[src/rtl/image_resize_bicubic_hscan.sv]
// Horizontal bicubic tap generator: streams one source line and emits a 4-pixel window plus
// Keys (a=-0.5) weights per destination pixel. Define HSCAN_HALF_PIXEL_EN for centre-aligned mapping.
module image_resize_bicubic_hscan #(
    parameter int unsigned SRC_W = 640,
    parameter int unsigned DST_W = 1024,
    parameter int unsigned CW    = 12
) (
    input  logic        clk,
    input  logic        reset,
    input  logic        start_i,
    input  logic [23:0] step_i,
    input  logic        valid_i,
    input  logic [23:0] data_i,
    output logic        ready_o,
    output logic        valid_o,
    output logic [23:0] data0_o,
    output logic [23:0] data1_o,
    output logic [23:0] data2_o,
    output logic [23:0] data3_o,
    output logic [9:0]  weight0_o,
    output logic [9:0]  weight1_o,
    output logic [9:0]  weight2_o,
    output logic [9:0]  weight3_o,
    output logic        busy_o,
    output logic        done_o
);

    localparam int unsigned AW = CW + 16;
    localparam int unsigned PW = 24;
    localparam int unsigned WW = 10;

    typedef enum logic [1:0] {
        S_IDLE,
        S_PRIME,
        S_RUN,
        S_DRAIN
    } state_t;

    state_t        r_state, w_state_nxt;
    logic [AW-1:0] r_acc, w_acc_nxt;
    logic [23:0]   r_step, w_step_nxt;
    logic [CW-1:0] r_i, w_i_nxt;
    logic [CW-1:0] r_in_cnt, w_in_cnt_nxt;
    logic [CW-1:0] r_out_cnt, w_out_cnt_nxt;
    logic [PW-1:0] r_p0, r_p1, r_p2, r_p3;
    logic [PW-1:0] w_p0_nxt, w_p1_nxt, w_p2_nxt, w_p3_nxt;
    logic          r_valid, w_valid_nxt;
    logic [PW-1:0] r_d0, r_d1, r_d2, r_d3;
    logic [PW-1:0] w_d0_nxt, w_d1_nxt, w_d2_nxt, w_d3_nxt;
    logic [WW-1:0] r_w0, r_w1, r_w2, r_w3;
    logic [WW-1:0] w_w0_nxt, w_w1_nxt, w_w2_nxt, w_w3_nxt;
    logic          r_busy, w_busy_nxt;
    logic          r_done, w_done_nxt;

    logic [CW-1:0] w_n;
    logic [7:0]    w_t;
    logic          w_in_left;
    logic          w_out_left;
    logic          w_emit;
    logic          w_shift_req;
    logic          w_take;
    logic [AW-1:0] w_init;
    logic [WW-1:0] w_kw0, w_kw1, w_kw2, w_kw3;

    // Keys kernel, round-half-up of 256*w(t/256); numerators are scaled by 2*2^16 so one shift divides.
    function automatic logic [WW-1:0] kw(input logic [7:0] t, input logic [1:0] k);
        int x, x2, x3, num;
        x  = 32'(t);
        x2 = x * x;
        x3 = x2 * x;
        case (k)
            2'd0:    num = 512 * x2 - x3 - 65536 * x;
            2'd2:    num = 1024 * x2 - 3 * x3 + 65536 * x;
            default: num = x3 - 256 * x2;
        endcase
        return WW'((num + 65536) >>> 17);
    endfunction

    assign w_n         = r_acc[AW-1:16];
    assign w_t         = r_acc[15:8];
    assign w_in_left   = (r_in_cnt != CW'(SRC_W));
    assign w_out_left  = (r_out_cnt != CW'(DST_W));
    assign w_emit      = (r_state == S_RUN) && (w_n == r_i) && w_out_left;
    assign w_shift_req = (r_state == S_RUN) && (w_n > r_i);
    assign w_take      = ready_o && valid_i;

    // Ready decodes registered state only, so it never depends combinationally on valid_i.
    assign ready_o = (r_state == S_PRIME)
                   || (w_shift_req && w_in_left)
                   || ((r_state == S_DRAIN) && w_in_left);

    assign w_kw0 = kw(w_t, 2'd0);
    assign w_kw2 = kw(w_t, 2'd2);
    assign w_kw3 = kw(w_t, 2'd3);
    assign w_kw1 = WW'(WW'(256) - w_kw0 - w_kw2 - w_kw3);

    // Start coordinate of the first destination pixel.
    always_comb begin
`ifdef HSCAN_HALF_PIXEL_EN
        if (step_i[23:1] < 23'h008000) begin
            w_init = '0;
        end else begin
            w_init = AW'(step_i[23:1] - 23'h008000);
        end
`else
        w_init = '0;
`endif
    end

    always_comb begin
        w_state_nxt   = r_state;
        w_acc_nxt     = r_acc;
        w_step_nxt    = r_step;
        w_i_nxt       = r_i;
        w_in_cnt_nxt  = r_in_cnt;
        w_out_cnt_nxt = r_out_cnt;
        w_p0_nxt      = r_p0;
        w_p1_nxt      = r_p1;
        w_p2_nxt      = r_p2;
        w_p3_nxt      = r_p3;
        w_valid_nxt   = 1'b0;
        w_d0_nxt      = r_d0;
        w_d1_nxt      = r_d1;
        w_d2_nxt      = r_d2;
        w_d3_nxt      = r_d3;
        w_w0_nxt      = r_w0;
        w_w1_nxt      = r_w1;
        w_w2_nxt      = r_w2;
        w_w3_nxt      = r_w3;
        w_busy_nxt    = r_busy;
        w_done_nxt    = 1'b0;

        unique case (r_state)
            S_IDLE: begin
                // A start coinciding with the done pulse belongs to the finished line and is dropped.
                if (start_i && !r_done) begin
                    w_step_nxt    = step_i;
                    w_acc_nxt     = w_init;
                    w_i_nxt       = '0;
                    w_in_cnt_nxt  = '0;
                    w_out_cnt_nxt = '0;
                    w_busy_nxt    = 1'b1;
                    w_state_nxt   = S_PRIME;
                end
            end
            S_PRIME: begin
                if (w_take) begin
                    w_in_cnt_nxt = r_in_cnt + CW'(1);
                    if (r_in_cnt == '0) begin
                        w_p0_nxt = data_i;
                        w_p1_nxt = data_i;
                    end else if (r_in_cnt == CW'(1)) begin
                        w_p2_nxt = data_i;
                    end else begin
                        w_p3_nxt    = data_i;
                        w_state_nxt = S_RUN;
                    end
                end
            end
            S_RUN: begin
                if (w_emit) begin
                    w_valid_nxt   = 1'b1;
                    w_d0_nxt      = r_p0;
                    w_d1_nxt      = r_p1;
                    w_d2_nxt      = r_p2;
                    w_d3_nxt      = r_p3;
                    w_w0_nxt      = w_kw0;
                    w_w1_nxt      = w_kw1;
                    w_w2_nxt      = w_kw2;
                    w_w3_nxt      = w_kw3;
                    w_acc_nxt     = r_acc + AW'(r_step);
                    w_out_cnt_nxt = r_out_cnt + CW'(1);
                    if (r_out_cnt + CW'(1) == CW'(DST_W)) begin
                        w_state_nxt = S_DRAIN;
                    end
                end else if (w_shift_req && (valid_i || !w_in_left)) begin
                    w_p0_nxt = r_p1;
                    w_p1_nxt = r_p2;
                    w_p2_nxt = r_p3;
                    w_i_nxt  = r_i + CW'(1);
                    if (w_in_left) begin
                        w_p3_nxt     = data_i;
                        w_in_cnt_nxt = r_in_cnt + CW'(1);
                    end
                end
            end
            S_DRAIN: begin
                if (w_take) begin
                    w_in_cnt_nxt = r_in_cnt + CW'(1);
                end
                if (!w_in_left) begin
                    w_done_nxt  = 1'b1;
                    w_busy_nxt  = 1'b0;
                    w_state_nxt = S_IDLE;
                end
            end
            default: w_state_nxt = S_IDLE;
        endcase
    end

    always_ff @(posedge clk) begin
        if (reset) begin
            r_state   <= S_IDLE;
            r_acc     <= '0;
            r_step    <= '0;
            r_i       <= '0;
            r_in_cnt  <= '0;
            r_out_cnt <= '0;
            r_p0      <= '0;
            r_p1      <= '0;
            r_p2      <= '0;
            r_p3      <= '0;
            r_valid   <= 1'b0;
            r_d0      <= '0;
            r_d1      <= '0;
            r_d2      <= '0;
            r_d3      <= '0;
            r_w0      <= '0;
            r_w1      <= '0;
            r_w2      <= '0;
            r_w3      <= '0;
            r_busy    <= 1'b0;
            r_done    <= 1'b0;
        end else begin
            r_state   <= w_state_nxt;
            r_acc     <= w_acc_nxt;
            r_step    <= w_step_nxt;
            r_i       <= w_i_nxt;
            r_in_cnt  <= w_in_cnt_nxt;
            r_out_cnt <= w_out_cnt_nxt;
            r_p0      <= w_p0_nxt;
            r_p1      <= w_p1_nxt;
            r_p2      <= w_p2_nxt;
            r_p3      <= w_p3_nxt;
            r_valid   <= w_valid_nxt;
            r_d0      <= w_d0_nxt;
            r_d1      <= w_d1_nxt;
            r_d2      <= w_d2_nxt;
            r_d3      <= w_d3_nxt;
            r_w0      <= w_w0_nxt;
            r_w1      <= w_w1_nxt;
            r_w2      <= w_w2_nxt;
            r_w3      <= w_w3_nxt;
            r_busy    <= w_busy_nxt;
            r_done    <= w_done_nxt;
        end
    end

    assign valid_o   = r_valid;
    assign data0_o   = r_d0;
    assign data1_o   = r_d1;
    assign data2_o   = r_d2;
    assign data3_o   = r_d3;
    assign weight0_o = r_w0;
    assign weight1_o = r_w1;
    assign weight2_o = r_w2;
    assign weight3_o = r_w3;
    assign busy_o    = r_busy;
    assign done_o    = r_done;

endmodule

[config.mk]
export PLATFORM = sky130hd
export DESIGN_NAME = image_resize_bicubic_hscan
export DESIGN_NICKNAME = d
export VERILOG_FILES = /design/src/rtl/image_resize_bicubic_hscan.sv
export SDC_FILE = /design/constraint.sdc
export NUM_CORES = 1
export LEC_CHECK = 0
export ABC_AREA = 1
export BUFFER_PORTS_ARGS = -buffer_cell sky130_fd_sc_hd__buf_2
export CORE_AREA = 4 4 218 220
export CTS_CLUSTER_DIAMETER = 100
export DETAILED_ROUTE_END_ITERATION = 12
export DIE_AREA = 0 0 222 224
export GPL_ROUTABILITY_DRIVEN = 0
export PLACE_DENSITY_LB_ADDON = 0.12
export SYNTH_ARGS = -nofsm -noshare
export SYNTH_HDL_FRONTEND = slang
export SYNTH_SLANG_ARGS = --single-unit
export TNS_END_PERCENT = 100
[constraint.sdc]
create_clock -name clk -period 13.5 [get_ports clk]
set_input_delay 0.675 -clock clk [delete_from_list [all_inputs] [get_ports clk]]
set_output_delay 0.675 -clock clk [all_outputs]
set_load 0.01 [all_outputs]
==> summary.md <==
| Metric | Value |
|---|---|
| Status | `finished, final reports clean` |
| Seq cells post-synth | `about 320` |
| TritonCTS clock tree | `yes` |
| Clock network fraction of total power | `0.167` |
| Sequential share of power | `0.241` |
| Area delta synth->final | `17.43%` |
| # rows | `78` |
| Synth async-reset ratio | `0` |
| Total global-route track usage | `0.2707` |
| CP arrival | `between 10 and 15 ns` |
| CORE AREA | `about 45,000 sq um` |
| Dominant synthesized flop cell | `dfxtp_1` |
| Cell area after synthesis | `approximately 25,000 sq um` |
| Largest net degree at the start of global routing | `149` |
| Number of buffers created by CTS | `37` |
| CTS Root Cell | `clkbuf_16` |
| Max FO, Critical Path | `16` |
| Nets | `approximately 4.1k` |
| Kind of end point of the critical path | `flop` |
| Fin cells | `4,248` |
| Worst hold path class | `in -> reg` |
| Clock-pin slew on the worst setup and hold paths | `about 0.060 ns` |
| Placed Cells | `4,154` |
| Final setup fails | `0` |
| Worst Reg-to-Reg Cells | `64` |
| Grt ovf | `0` |
| P per Cell Area | `between 200 and 250 nW/um^2` |
| Vias per cell | `approximately 5.5` |
| Die height | `about 220 um` |
| Clock Skews | `between 0.02 and 0.025 ns` |
| Internal power | `3110 uW` |
| CTS max path bufs | `3` |
| Hold Path End | `r_step[0]` |
| Final critical-path required period | `~13 ns` |
| Multi-input logic area | `17,000 sq um` |
| Final hold vios | `0` |
| Sw frac | `0.4745` |
| H-tree levels | `2` |
| Reg area | `6495 sq um` |
| Layout cells sized above 1 | `0.1557` |
| Commonest non-fill, non-tap cells in the layout | `nand2_1 (565), inv_1 (484), nor2_1 (361)` |
| Max VDD drop | `approximately 0.44 mV` |
| Synth Warn # | `0` |
| # IOs | `between 150 and 200` |
| Slowest cell on crit path | `fa_1` |
| Total number of vias | `about 23k` |
| Worst r2r src | `r_acc[11]` |
| Ant diodes | `0` |
| Worst hold start | `step_i[0]` |
| 1st-pass router iterations | `8` |
| Filler cells | `3,979` |
| Reg-to-Reg End | `weight1_o[9]` |
| Least-Margin Pin Slew | `~1.1 ns` |
| Iteration-0 DRC Markers | `~2.2k` |
| Vias in the first global route | `22.26k` |
| Synth Instances | `between 3k and 4k` |
| Sum Neg Setup Slack | `0 ns` |
| Fin crit share | `0.9622` |
| Sw power | `2808 uW` |
| Pwr Total | `~5900 uW` |
| Comb power frac | `0.591` |
| Clock sink count | `324` |
| Crit Path Category | `reg -> reg` |
| Detail Route Antenna Nets | `0` |
| Syn_nets | `3,851` |
| Total length of routed wires | `71.51 mm` |
| Wire per inst | `between 15 and 20 um` |
| HPWL Detailed | `about 53 mm` |
| Worst path most repeated cell | `nand2_1` |
| Pins Over Slew Limit | `0` |
| Number of port buffers | `about 190` |
| Netlist cell types | `59` |
| Synth top area cells | `dfxtp_1 (26%), ha_1 (13%), fa_1 (9.7%), nand2_1 (8.8%), inv_1 (7.4%)` |
| Cts hold-fix bufs | `0` |
| Reg2Reg Setup Slack | `roughly 0.5 ns` |
| Yosys top cell area share | `0.2622` |
| Rel. slew slack | `0.2765` |
| Leak | `~0.014 uW` |
| Most common cell after layout, fill and taps aside | `nand2_1` |
| Worst path required time | `between 10 and 15 ns` |
| Total Die Area | `49,730 sq um` |
| Hold path cells | `3` |
| Syn Area/Cell | `~7.2 sq um` |
| Initial antenna violation count | `0` |
| Number of synthesized flops with an enable pin | `0` |
| Fmax achieved | `roughly 77 MHz` |
| First-pass GRT wire length | `112.1 mm` |
| Max incr delay on CP | `0.54 ns` |
| Critical Path Start Type | `flop` |
| Seq/Total Area, Yosys | `0.2622` |
| Die X-Extent | `222 um` |
| Clock Latency Late Sink | `0.55 ns` |
| # DRC | `0` |
| Yosys top cell by area | `dfxtp_1` |
| Starting Density | `0.5463` |
| Max cap viols | `0` |
==> how the worst max path moves through the flow <==
stage,startpoint,endpoint,slack [ns],cells past startpoint
2_1_floorplan,r_acc[8],weight1_o[9],0.13,68
5_1_grt,r_acc[9],weight1_o[9],-0.14,70
3_3_place_gp,r_acc[14],weight1_o[9],0.02,65
3_5_place_dp,r_acc[9],weight1_o[9],-0.17,66
4_1_cts,r_acc[14],weight1_o[9],0.01,67
6_report,r_acc[11],weight1_o[9],0.51,64
==> worst max-delay path, delay by kind of cell (launching register included) <==
kind | cells | cell delay (ns)
adders and majority gates | 17 | 6.91
DFF | 1 | 0.35
xor gates and xnor gates | 4 | 0.85
buffers and inverters | 10 | 0.82
AOI/OAI and AO/OA | 10 | 1.55
and+or+nand+nor | 23 | 2.40
==> cell usage after synthesis, types with 14 or more instances <==
| master | count |
|---|---|
| nand2_1 | 579 |
| inv_1 | 488 |
| nor2_1 | 373 |
| o21ai_0 | 343 |
| dfxtp_1 | 324 |
| a21oi_1 | 317 |
| ha_1 | 262 |
| fa_1 | 120 |
| clkbuf_1 | 106 |
| nand3_1 | 97 |
| xor2_1 | 80 |
| a31oi_1 | 35 |
| nor3_1 | 34 |
| xnor2_1 | 27 |
| o21bai_1 | 25 |
| nand4_1 | 22 |
| o21a_1 | 17 |
| or2_2 | 14 |
==> cell families (layout without fill, tap and decap cells) <==
group	Yosys count	in the layout	synth area share
flops	324	324	0.2622
compound gates	808	808	0.1771
fa+ha+maj	382	382	0.2296
other cells	1	1	0.0001516
simple gates	1174	1174	0.1973
buf+inv	619	850	0.09444
xor+xnor	109	109	0.03920
==> through the flow <==
step	utilization	instance area, sq um	hold slack [ns]	worst slack, ns
2_1_floorplan	-	24740	0.4297	0.1252
3_3_place_gp	0.5855	26510	0.4400	0.01589
3_5_place_dp	0.5855	26510	0.4456	-0.1700
4_1_cts	0.6138	27800	0.3248	0.01068
5_1_grt	0.6414	29050	0.3418	-0.1444
6_report	0.6414	29050	0.3455	0.5097
==> state kept, by name, indices dropped and copies added (netlist names) <==
signal,cells
weight3_o,9
r_step,24
r_state,2
data1_o,24
r_p3,24
weight2_o,10
r_i,12
r_p1,24
data0_o,24
data2_o,24
valid_o,1
data3_o,24
weight1_o,10
r_in_cnt,12
r_p0,24
r_out_cnt,12
r_acc,28
r_p2,24
done_o,1
busy_o,1
weight0_o,10
==> area by class of cell <==
class / instances / share of cell area
inverter: 502 / 0.06504
clock buffer: 52 / 0.03657
multi-input combinational: 2474 / 0.5853
clock inverter: 16 / 0.004911
tap: 600 / 0.02585
sequential: 324 / 0.2236
timing repair buffer: 280 / 0.05871
==> routing by layer <==
metal | part of all wire | wire length (um) | GRT usage
met4 | 0.022 | 1569 | 0.07143
met1 | 0.44 | 31790 | 0.3837
met3 | 0.075 | 5329 | 0.04075
met5 | 0 | 0 | 0
met2 | 0.46 | 32820 | 0.4365
==> power groups by stage <==
stage	Clock (uW)	Combinational, uW	Sequential (uW)
2_1_floorplan	0	2190	1450
4_1_cts	1000	3200	1420
3_3_place_gp	0	3090	1430
5_1_grt	1050	3900	1450
6_report	991	3500	1430
3_5_place_dp	0	3150	1440
==> repair_timing <==
item,4_1_cts,5_1_grt
resized for setup,14,192
buffers inserted,1,25
pin swaps,2,55
setup endpoints to repair,1,5
Note: power is estimated with default switching activity, not from simulation.
